### config.mk
export PLATFORM = sky130hd
export DESIGN_NAME = fetch_ctrl
export DESIGN_NICKNAME = d
export VERILOG_FILES = /design/src/rtl/rv_pipe_pkg.sv /design/src/rtl/fetch_timeout_ctr.sv /design/src/rtl/fetch_ctrl.sv
export SDC_FILE = /design/constraint.sdc
export NUM_CORES = 1
export LEC_CHECK = 0
export ABC_AREA = 0
export CELL_PAD_IN_SITES_DETAIL_PLACEMENT = 0
export CELL_PAD_IN_SITES_GLOBAL_PLACEMENT = 1
export CORE_MARGIN = 2
export CORE_UTILIZATION = 34
export DETAILED_ROUTE_END_ITERATION = 6
export GPL_TIMING_DRIVEN = 0
export PLACE_DENSITY = 0.74
export SLEW_MARGIN = 20
export SYNTH_ARGS = -nofsm -noshare
export SYNTH_HDL_FRONTEND = slang
export SYNTH_SLANG_ARGS = --single-unit
### constraint.sdc
create_clock -name clk -period 5.75 [get_ports clk]
set_input_delay 0.575 -clock clk [delete_from_list [all_inputs] [get_ports clk]]
set_output_delay 0.575 -clock clk [all_outputs]
set_load 0.02 [all_outputs]
### src/rtl/rv_pipe_pkg.sv
// Shared definitions for the 5-stage pipeline: fetch FSM states, the
// canonical NOP and instruction width, plus a small alignment helper.
package rv_pipe_pkg;

  localparam int unsigned INSTR_W = 32;

  // addi x0, x0, 0
  localparam logic [INSTR_W-1:0] NOP_INSTR = 32'h0000_0013;

  typedef enum logic [2:0] {
    ST_IDLE  = 3'd0,
    ST_REQ   = 3'd1,
    ST_WAIT  = 3'd2,
    ST_HOLD  = 3'd3,
    ST_FAULT = 3'd4
  } fetch_state_e;

  // Instruction addresses must sit on a 4-byte boundary.
  function automatic logic is_word_aligned(input logic [INSTR_W-1:0] addr);
    return (addr[1:0] == 2'b00);
  endfunction

endpackage

### src/rtl/fetch_timeout_ctr.sv
// 8-bit wait counter with synchronous clear and a terminal flag that fires
// in the counted cycle that brings the count up to limit_i.
module fetch_timeout_ctr (
  input  logic       clk,
  input  logic       reset,
  input  logic       clr_i,
  input  logic       inc_i,
  input  logic [7:0] limit_i,
  output logic       tc_o
);

  logic [7:0] cnt_q;
  logic [7:0] cnt_d;

  // Next count: clear wins, otherwise a saturating increment.
  always_comb begin
    cnt_d = cnt_q;
    if (clr_i) begin
      cnt_d = 8'd0;
    end else if (inc_i && (cnt_q != 8'hFF)) begin
      cnt_d = cnt_q + 8'd1;
    end else begin
      cnt_d = cnt_q;
    end
  end

  // Count register.
  always_ff @(posedge clk or posedge reset) begin
    if (reset) begin
      cnt_q <= 8'd0;
    end else begin
      cnt_q <= cnt_d;
    end
  end

  // Saturation keeps the compare monotonic even if a cycle is skipped.
  assign tc_o = inc_i && (({1'b0, cnt_q} + 9'd1) >= {1'b0, limit_i});

endmodule

### src/rtl/fetch_ctrl.sv
// Instruction-fetch sequencer: drives the external PC register, runs the
// req/ack handshake to instruction memory and loads the IF/ID register,
// with stall hold, redirect/flush and fault (misaligned / timeout) handling.
module fetch_ctrl
  import rv_pipe_pkg::*;
#(
  parameter int unsigned TIMEOUT_CYCLES = 255
) (
  input  logic               clk,
  input  logic               reset,
  input  logic [INSTR_W-1:0] pc_cur,
  output logic               pc_enable,
  output logic [INSTR_W-1:0] pc_next,
  output logic               imem_req,
  output logic [INSTR_W-1:0] imem_addr,
  input  logic               imem_ack,
  input  logic [INSTR_W-1:0] imem_rdata,
  input  logic               hazard_stall,
  input  logic               redirect_valid,
  input  logic [INSTR_W-1:0] redirect_target,
  output logic               ifid_valid,
  output logic [INSTR_W-1:0] ifid_instr,
  output logic [INSTR_W-1:0] ifid_pc,
  output logic               ifid_flush,
  output logic               fetch_fault,
  output logic [INSTR_W-1:0] fault_addr
);

  localparam logic [7:0] TO_LIMIT = 8'(TIMEOUT_CYCLES);

  fetch_state_e       state_q;
  logic [INSTR_W-1:0] addr_q;
  logic               kill_q;
  logic [INSTR_W-1:0] hold_instr_q;
  logic [INSTR_W-1:0] hold_pc_q;
  logic               ifid_valid_q;
  logic [INSTR_W-1:0] ifid_instr_q;
  logic [INSTR_W-1:0] ifid_pc_q;
  logic               ifid_flush_q;
  logic               fetch_fault_q;
  logic [INSTR_W-1:0] fault_addr_q;

  logic               fetching;
  logic               redir_ok;
  logic               redir_bad;
  logic               take;
  logic [INSTR_W-1:0] fetch_addr;
  logic               wait_inc;
  logic               timeout_hit;

  // Request/PC decode from current state and inputs.
  always_comb begin
    fetching  = (state_q == ST_REQ) || (state_q == ST_WAIT);
    redir_ok  = (state_q != ST_FAULT) && redirect_valid && is_word_aligned(redirect_target);
    redir_bad = (state_q != ST_FAULT) && redirect_valid && !is_word_aligned(redirect_target);
    // An ack is only accepted when nothing squashes it.
    take      = fetching && imem_ack && !redirect_valid && !kill_q;
    wait_inc  = (state_q == ST_WAIT) && !imem_ack;
    if (state_q == ST_WAIT) begin
      fetch_addr = addr_q;
    end else begin
      fetch_addr = pc_cur;
    end
    if (redir_ok) begin
      pc_next = redirect_target;
    end else begin
      pc_next = fetch_addr + 32'd4;
    end
    pc_enable = redir_ok || take;
  end

  assign imem_req  = fetching;
  assign imem_addr = fetch_addr;

  fetch_timeout_ctr u_timeout (
    .clk     (clk),
    .reset   (reset),
    .clr_i   (!wait_inc),
    .inc_i   (wait_inc),
    .limit_i (TO_LIMIT),
    .tc_o    (timeout_hit)
  );

  // Fetch FSM with registered IF/ID and fault outputs.
  always_ff @(posedge clk or posedge reset) begin
    if (reset) begin
      state_q       <= ST_IDLE;
      addr_q        <= 32'd0;
      kill_q        <= 1'b0;
      hold_instr_q  <= NOP_INSTR;
      hold_pc_q     <= 32'd0;
      ifid_valid_q  <= 1'b0;
      ifid_instr_q  <= NOP_INSTR;
      ifid_pc_q     <= 32'd0;
      ifid_flush_q  <= 1'b0;
      fetch_fault_q <= 1'b0;
      fault_addr_q  <= 32'd0;
    end else begin
      ifid_flush_q <= 1'b0;
      if (state_q == ST_FAULT) begin
        state_q <= ST_FAULT;
      end else begin
        // Decode consumed the current entry unless it is stalled.
        if (!hazard_stall) begin
          ifid_valid_q <= 1'b0;
        end
        if (state_q == ST_REQ) begin
          addr_q <= pc_cur;
        end
        if (redir_bad) begin
          state_q       <= ST_FAULT;
          fetch_fault_q <= 1'b1;
          fault_addr_q  <= redirect_target;
        end else if (redir_ok) begin
          ifid_flush_q <= 1'b1;
          ifid_valid_q <= 1'b0;
          // An outstanding request must still be retired before refetching.
          if ((state_q == ST_WAIT) && !imem_ack) begin
            kill_q  <= 1'b1;
            state_q <= ST_WAIT;
          end else begin
            kill_q  <= 1'b0;
            state_q <= ST_REQ;
          end
        end else begin
          case (state_q)
            ST_IDLE: state_q <= ST_REQ;
            ST_REQ, ST_WAIT: begin
              if (imem_ack) begin
                if (kill_q) begin
                  kill_q  <= 1'b0;
                  state_q <= ST_REQ;
                end else if (hazard_stall) begin
                  hold_instr_q <= imem_rdata;
                  hold_pc_q    <= fetch_addr;
                  state_q      <= ST_HOLD;
                end else begin
                  ifid_valid_q <= 1'b1;
                  ifid_instr_q <= imem_rdata;
                  ifid_pc_q    <= fetch_addr;
                  state_q      <= ST_REQ;
                end
              end else if (state_q == ST_REQ) begin
                state_q <= ST_WAIT;
              end else if (timeout_hit) begin
                state_q       <= ST_FAULT;
                fetch_fault_q <= 1'b1;
                fault_addr_q  <= addr_q;
              end else begin
                state_q <= ST_WAIT;
              end
            end
            ST_HOLD: begin
              if (!hazard_stall) begin
                ifid_valid_q <= 1'b1;
                ifid_instr_q <= hold_instr_q;
                ifid_pc_q    <= hold_pc_q;
                state_q      <= ST_REQ;
              end else begin
                state_q <= ST_HOLD;
              end
            end
            default: begin
              state_q       <= ST_FAULT;
              fetch_fault_q <= 1'b1;
              fault_addr_q  <= addr_q;
            end
          endcase
        end
      end
    end
  end

  assign ifid_valid  = ifid_valid_q;
  assign ifid_instr  = ifid_instr_q;
  assign ifid_pc     = ifid_pc_q;
  assign ifid_flush  = ifid_flush_q;
  assign fetch_fault = fetch_fault_q;
  assign fault_addr  = fault_addr_q;

endmodule

==> results of run 1 <==
-- cell type report --
class                   count  area (µm²)
fillers                  2923       15920
well taps                 396       495.5
repair buffers            272        2800
flip-flops and latches    207        5187
inverters                  35       135.1
clock inverters             6       30.03
multi-input cells         733        4812
clock buffers              38       734.5
plain buffers              74       394.1
-- routing by layer --
metal  wire length [µm]  global-route usage (%)  up-vias
met3               2606                   5.450       62
met2              16800                   35.46      300
met5                 13                       0        -
li1                   -                       -     4306
met1              15770                   29.56     4464
met4               1042                   6.114        2
-- report_power, final --
group	switching, mW	internal [mW]	leakage (nW)	total [mW]
clock	0.616	0.873	0.383	1.49
sequential	0.0232	1.49	2.81	1.52
combinational	0.223	0.228	3.02	0.450
total	0.862	2.59	6.21	3.46
-- synth_stat cells, types with 7 or more instances --
| cell type | instances |
|---|---|
| sky130_fd_sc_hd__and3_1 | 7 |
| sky130_fd_sc_hd__a21oi_1 | 59 |
| sky130_fd_sc_hd__buf_6 | 12 |
| sky130_fd_sc_hd__o21ai_0 | 110 |
| sky130_fd_sc_hd__nor2_1 | 75 |
| sky130_fd_sc_hd__nand2_1 | 135 |
| sky130_fd_sc_hd__mux2i_1 | 69 |
| sky130_fd_sc_hd__inv_1 | 35 |
| sky130_fd_sc_hd__or3_1 | 30 |
| sky130_fd_sc_hd__o221a_1 | 30 |
| sky130_fd_sc_hd__clkbuf_1 | 41 |
| sky130_fd_sc_hd__xnor2_1 | 27 |
| sky130_fd_sc_hd__mux2_2 | 65 |
| sky130_fd_sc_hd__buf_2 | 11 |
| sky130_fd_sc_hd__dfrtp_1 | 201 |
| sky130_fd_sc_hd__nand4_1 | 12 |
| sky130_fd_sc_hd__nand3_1 | 31 |
-- sequential cells by signal, indices dropped and copies added (netlist names) --
| signal | cells |
|---|---|
| addr_q | 32 |
| fault_addr | 32 |
| fetch_fault | 1 |
| hold_instr_q | 32 |
| hold_pc_q | 32 |
| ifid_flush | 1 |
| ifid_instr | 32 |
| ifid_pc | 32 |
| ifid_valid | 1 |
| kill_q | 1 |
| state_q | 3 |
| u_timeout.cnt_q | 8 |
-- cells by family after synthesis --
logic type | share of synthesized area, %
AND/OR/NAND/NOR | 15.10
AO/OA/AOI/OAI | 13.96
flip-flops | 49.29
multiplexers | 13.73
buffers and inverters | 4.993
XOR/XNOR | 2.580
adder cells (fa/ha/maj) | 0.3567
-- worst max path at each step --
stage / start / end / slack, ps
after floorplan: state_q[0]$_DFF_PP0_ / pc_next[20] / 2000
after global placement: reset / u_timeout.cnt_q[0]$_DFFE_PP0P_ / 620
after global routing: state_q[0]$_DFF_PP0_ / pc_next[18] / 500
after detailed placement: redirect_valid / pc_next[19] / 950
after CTS: state_q[0]$_DFF_PP0_ / pc_next[22] / 640
final: state_q[0]$_DFF_PP0_ / pc_next[18] / 650
-- through the flow --
step / std cells / power [mW]
after floorplan: 1049 / 1.731
after global placement: 1710 / 1.982
after detailed placement: 1717 / 1.995
after CTS: 1761 / 3.493
after global routing: 1761 / 3.585
final: 1761 / 3.455
-- worst reg2reg max path: cells and delay by family, from the launching register on --
family        cells  cell delay [ps]
buf+inv           3             1460
flops             1              480
simple gates      3              840
==> impl.org, run 1 <==
** Pwr
- Total leakage power :: 6.209 nW
- VDD sags by at most 0.0001655 V.
- Dividing total power by cell area gives a power density of 236.8 mW/mm².

** Worst setup path
- Cells along the critical path :: buf_6 > or3b_1 > buf_6 > buf_6 > buf_6 > mux2i_1 > inv_1 > ha_1 > and4_1 > a2bb2o_4 > buf_2 > nor2_1 > xnor2_1 > a21oi_1 > clkdlybuf4s50_1
- Worst-path cell with the longest stage delay :: sky130_fd_sc_hd__clkdlybuf4s50_1
- R2R Path End :: ifid_flush$_DFF_PP0_
- The number of buffers and inverters on the critical path is 7.
- Kind of end point of the critical path :: output pin
- Arrival time at the worst endpoint :: 4530 ps
- CP Data Required Time :: 5180 ps
- The critical path crosses 15 cells after its start point.
- By instance count, the cell type seen most on the critical path is sky130_fd_sc_hd__buf_6.
- Flop2flop setup slack :: 2760 ps
- Reg-to-Reg Start :: state_q[2]$_DFF_PP0_
- In this run the worst path has a maximum fanout of 10.
- Longest individual stage delay on the worst path :: 660 ps
- The kind of cell with the highest combined delay along the critical path is buffers and inverters.
- The critical path in this run is classified as reg2out.
- STA classifies the critical path startpoint as a flip-flop.
- Reg2reg path depth :: 6

** Clock tree
- Clock tree synthesis selected as its root buffer the cell sky130_fd_sc_hd__clkbuf_16.
- Maximum level of the CTS H-tree :: 1
- Buffers inserted during post-CTS setup optimization :: 0
- CTS tree :: yes
- Number of gates given a new drive strength after cts :: 0
- Number of buffers inserted during clock tree synthesis :: 25
- For this design, the sink count on the clock tree is 207.
- Hold_buf cts :: 0
- Number of buffers on the longest clock path :: 3
- After clock tree synthesis, the clock-pin slew on the worst setup and hold paths is 60 ps.
- Clk Latency, worst-skew pair :: 520 ps

** Route
- Wires add up to 36230 µm.
- Initial drt markers :: 624
- Across all layers, the routed design uses 9134 vias.
- Detailed-routing iteration count for the pre-antenna-repair pass :: 5
- Via density :: 5.187
- The count of nets left with antenna violations once routing finished came out at 0.
- In the final routed layout, each cell accounts on average for 20.57 µm.
- After detailed routing, the number of remaining DRC violations is 0.

** Floorplan
- Effective utilization at floorplan :: 34.50%
- Rows :: 64
- During I/O placement, the number of pins put on the boundary was 266.
- In this run the vertical extent of the chip is 179.9 µm.
- The floorplan step set the die width to 179.9 µm.
- DIE AREA :: 0.03238 mm²
- Core box area :: 0.03051 mm²

** Logic synthesis
- Of all flip-flops after synthesis, the portion carrying an async set or reset was 100.0%.
- sky130_fd_sc_hd__dfrtp_1 takes more of the synthesized area than any other cell.
- Averaged over all synthesized cells, the footprint is 10.03 µm².
- #FFs+latches synth :: 207
- Cell area after synthesis :: 0.01053 mm²
- The number of nets in the synthesized netlist is 1153.
- The synthesized design contains 0 enable-type register cells.
- Register area share after synthesis :: 49.29%
- Count of synthesis-stage warnings from yosys :: 0
- Sorting the synthesized cells by area gives the leading types as sky130_fd_sc_hd__dfrtp_1, sky130_fd_sc_hd__mux2_2, sky130_fd_sc_hd__mux2i_1, sky130_fd_sc_hd__o21ai_0, sky130_fd_sc_hd__nand2_1.
- After synthesis, the netlist uses 65 different library cells.
- Among all flip-flop cells after synthesis, the most frequent one is sky130_fd_sc_hd__dfrtp_1.
- Top cell type's share of synthesized area :: 47.79%
- Number of cells produced by synthesis :: 1049

** Timing
- Crit share post-route :: 88.74%
- Across the routed clock network, the largest skew measured is 8.570 ps.
- For the pin with the worst max-slew slack, the measured transition is 1123 ps.
- Setup violations, final :: 0
- Final Critical Period :: 5103 ps
- Setup ws final :: 647.3 ps
- Maximum clock frequency :: 196.0 MHz
- Setup total negative slack on the finished layout was measured at 0 ps.
- Post-route worst hold slack :: 389.0 ps
- Setup repair after global routing left no endpoint under its margin.
- Max Transition Viols Final :: 0
- Hold Fails Final Rpt :: 0
- In this run the tightest slew margin relative to its limit is 25.15%.

** Status
- The flow ran to the end, and the final reports show no timing, DRC or antenna violations.

** Placement
- Routability congestion estimate from global placement :: 0.8264
- Detailed placement finished with a half-perimeter wire length of 26970 µm.
- Count of buffers from port buffering :: 265
- Post-placement setup slack :: 952.0 ps
- In this run the cell area measured after placement is 0.01382 mm².

** Cells and area
- The library cell used most frequently in the layout, excluding fill and tap cells, is sky130_fd_sc_hd__clkdlybuf4s50_1.
- At the end of the flow the core is filled with cells to 47.82%.
- Layout Area Growth over Synthesis :: 38.61%
- Finished Cell Area :: 0.01459 mm²
- 0 antenna diodes ended up in the layout.
- The post-route netlist has 12.23% of its cells at a drive strength greater than 1.
- Commonest cells after routing, fill and taps aside :: sky130_fd_sc_hd__clkdlybuf4s50_1, sky130_fd_sc_hd__dfrtp_1, sky130_fd_sc_hd__nand2_1
- For this run, the post-layout net count is 1452.

** GRT
- Initial antenna violation count :: 1
- The first global-routing pass estimated 55860 µm of wire.
- The number of global-route vias before repair was 9147.
- Global-route congestion overflow total :: 0
- Global routing used 22.03% of the available tracks.
- Pin count of the biggest net entering global routing :: 34

** Flow run
- Max cap viols :: 0

** Worst hold path
- Type of the worst min-delay path :: in2async
No activity file was read; power rests on OpenSTA's default activity.
==> run 2: changes to the inputs <==
--- a/config.mk
+++ b/config.mk
@@ -11,7 +11,7 @@
 export CORE_MARGIN = 2
 export CORE_UTILIZATION = 34
 export DETAILED_ROUTE_END_ITERATION = 6
-export GPL_TIMING_DRIVEN = 0
+export GPL_TIMING_DRIVEN = 1
 export PLACE_DENSITY = 0.74
 export SLEW_MARGIN = 20
 export SYNTH_ARGS = -nofsm -noshare
==> impl.org, run 2 (same netlist as run 1, synthesis figures left out) <==
** Timing
- The final worst-path cycle share is 84.68% (-4.1 points).
- The headroom to the max-slew limit came to 42.85% (+18 points).
- The setup TNS came to 0 ps (unchanged).
- Unrepaired setup endpoints after global routing :: false
- Hold Fails Final Rpt :: 0 (unchanged)
- Post-route worst hold slack :: 380.4 ps (-8.597 ps)
- Maximum clock frequency :: 205.4 MHz (+4.8%)
- Max Transition Viols Final :: 0 (unchanged)
- Clock skew after layout :: 15.54 ps (+6.969 ps)
- Setup violations, final :: 0 (unchanged)
- Worst-Margin Slew :: 857.3 ps (-265.5 ps)
- The time the final worst path needs with I/O delays and setup came to 4869 ps (-233.5 ps).

** Worst setup path
- Critical path class :: reg2out
- The register-to-register setup slack is 2400 ps (-360 ps).
- Critical path launch point type :: flip-flop
- The worst path arrival time came to 4290 ps (-240 ps).
- Critical path destination :: pc_next[12]
- STA classifies the critical path endpoint as an output pin.
- In this run the worst setup path begins at state_q[2]$_DFF_PP0_.
- The largest driver fanout on the critical path came to 22 (+12).
- Reg2reg path depth :: 6 (unchanged)
- R2R Path End :: fault_addr[10]$_DFFE_PP0P_
- The startpoint identified for the worst register-to-register timing path is state_q[2]$_DFF_PP0_.
- The required time at the endpoint of the critical path is 5180 ps (about the same).

** Route
- Initial drt markers :: 453 (-27%)
- Via density :: 5.067 (-2.3%)
- The via count is 8593 (-5.9%).
- Detail Route Antenna Nets :: 0 (unchanged)
- Detailed-routing iteration count for the pre-antenna-repair pass :: 4 (-1)
- The final wirelength was 32360 µm (-11%).
- Detail-routed net length per standard cell :: 19.08 µm (-7.3%)
- DRC violation count after routing :: 0 (unchanged)

** GRT
- The total routing usage reported by global routing is 19.80% (-2.2 points).
- The overall overflow remaining after global route was 0 (unchanged).
- Number of global-route vias before repair :: 8769 (-4.1%)
- The maximum number of pins on one net before global-route repair came to 138 (+310%).
- The number of antenna violations at the first check in global routing is 1 (unchanged).
- First-pass GRT wire length :: 51450 µm (-7.9%)

** Status
- Outcome :: finished clean

** Placement
- Post-place instance area :: 0.01344 mm² (-2.8%)
- The number of placed instances with taps included is 1649 (-4.0%).
- The quantity of I/O buffers inserted on ports was 265 (unchanged).
- The global placement routability congestion is 0.7958 (-3.7%).
- Detailed-placement wirelength estimate :: 22010 µm (-18%)

** Pwr
- The share of total power in the clock network is 45.5% (+2.4 points).
- The switching part of the total was 24.51% (-0.43 points).
- The sequential share of power was 42.4% (-1.5 points).
- The combinational share of power is 12.2% (-0.8 points).
- The power after layout was 3.573 mW (+3.4%).
- The static power due to leakage came to 6.067 nW (-2.3%).
- Total power divided by cell area :: 249.7 mW/mm² (+5.4%)
- NetSw :: 0.8760 mW (+1.6%)
- Internal power :: 2.697 mW (+4.0%)
- Maximum vdd ir drop :: 0.0001836 V (+11%)

** Cells and area
- Commonest cells after routing, fill and taps aside :: sky130_fd_sc_hd__clkdlybuf4s50_1, sky130_fd_sc_hd__dfrtp_1, sky130_fd_sc_hd__nand2_1
- The library cell used most frequently in the layout, excluding fill and tap cells, is sky130_fd_sc_hd__clkdlybuf4s50_1.
- Number of antenna diodes :: 0 (unchanged)
- Finished Cell Area :: 0.01431 mm² (-1.9%)
- Number of nets in the layout :: 1386 (-4.5%)
- Number of standard cells in the final layout excluding fillers :: 1696 (-3.7%)
- Layout cells sized above 1 :: 11.92% (-0.31 points)
- Relative to the synthesized area, the layout overhead comes to 35.98%.

** Clock tree
- Hold_buf cts :: 0 (unchanged)
- Number of buffers inserted during clock tree synthesis :: 26 (+4.0%)
- Number of clock sinks :: 207 (unchanged)
- The maximum clock insertion buffer count is 3 (unchanged).
- The cell sitting at the root of the clock tree is a sky130_fd_sc_hd__clkbuf_16.
- TritonCTS built the clock tree.
- Number of gates given a new drive strength after cts :: 0 (unchanged)
- The number of H-tree branching levels came to 1 (unchanged).
- The clock transition at the registers of the reported paths came to 60 ps (about the same).
- The number of buffers added for setup after CTS was 0 (unchanged).
- The latest clock arrival within the worst-skew pair came to 540 ps (+20 ps).

** Floorplan
- DIE AREA :: 0.03238 mm² (unchanged)
- Effective utilization at floorplan :: 34.50% (unchanged)
- The area of the core is 0.03051 mm² (unchanged).
- The chip width was 179.9 µm (unchanged).
- The count of boundary I/O pins is 266 (unchanged).
- The die outline height was 179.9 µm (unchanged).
- The number of placement rows came to 64 (unchanged).

** Worst hold path
- The worst hold path belongs to the class in2async.

** Flow run
- Max cap viols :: 0 (unchanged)
run 2: cell types whose count changed in the layout (fill, tap and decap cells not counted), sizes merged:
cell	delta
bufinv	+2
clkinv	-2
clkbuf	-40
buf	-25
run 2: layout make-up:
| type | instances | area [µm²] |
|---|---|---|
| fill | 2938 | 16200 |
| sequential | 207 | 5187 |
| multi-input combinational | 733 | 4860 |
| timing repair buffer | 279 | 2790 |
| clock buffer | 40 | 753.2 |
| tap | 396 | 495.5 |
| inverter | 35 | 135.1 |
| clock inverter | 6 | 91.34 |
run 2: per-layer routing:
| layer | vias up | track usage, % | share of wire (%) |
|---|---|---|---|
| met5 | - | 0 | 0.049 |
| met4 | 2 | 5.691 | 2.5 |
| met3 | 47 | 4.720 | 6.5 |
| met2 | 229 | 32.64 | 47 |
| met1 | 4150 | 25.95 | 44 |
| li1 | 4165 | - | - |
run 2: how the worst min path moves through the flow:
stage | from | end | slack [ps] | cells after the start
after floorplan | hold_pc_q[0]$_DFFE_PP0P_ | hold_pc_q[0]$_DFFE_PP0P_ | 450 | 2
after global placement | ifid_pc[28]$_DFFE_PP0P_ | ifid_pc[28]$_DFFE_PP0P_ | 460 | 2
after detailed placement | hold_pc_q[14]$_DFFE_PP0P_ | hold_pc_q[14]$_DFFE_PP0P_ | 470 | 2
after CTS | reset | hold_pc_q[25]$_DFFE_PP0P_ | 380 | 2
after global routing | reset | ifid_pc[25]$_DFFE_PP0P_ | 390 | 2
final | reset | ifid_pc[25]$_DFFE_PP0P_ | 380 | 2
run 2: critical path, cell delays in order, from the launching register on:
cell	delay, ps
sky130_fd_sc_hd__dfrtp_1	570
sky130_fd_sc_hd__or3b_2	860
sky130_fd_sc_hd__mux2i_1	330
sky130_fd_sc_hd__inv_1	110
sky130_fd_sc_hd__ha_1	290
sky130_fd_sc_hd__and4_1	220
sky130_fd_sc_hd__or2_2	370
sky130_fd_sc_hd__nand2_1	100
sky130_fd_sc_hd__xnor2_1	100
sky130_fd_sc_hd__a21oi_1	190
sky130_fd_sc_hd__clkdlybuf4s50_1	620
run 2: power by group through the flow:
stage / registers [mW] / logic [mW] / clock network (mW)
2_1_floorplan: 1.58 / 0.152 / 0
3_3_place_gp: 1.54 / 0.438 / 0
3_5_place_dp: 1.54 / 0.439 / 0
4_1_cts: 1.51 / 0.441 / 1.67
5_1_grt: 1.52 / 0.466 / 1.73
6_report: 1.51 / 0.435 / 1.62
run 2: stage by stage:
| stage | worst slack, ps | utilization (%) |
|---|---|---|
| 2_1_floorplan | 1999 | - |
| 3_3_place_gp | 1439 | 44.05 |
| 3_5_place_dp | 1415 | 44.05 |
| 4_1_cts | 845.7 | 46.82 |
| 5_1_grt | 644.0 | 46.91 |
| 6_report | 880.8 | 46.91 |
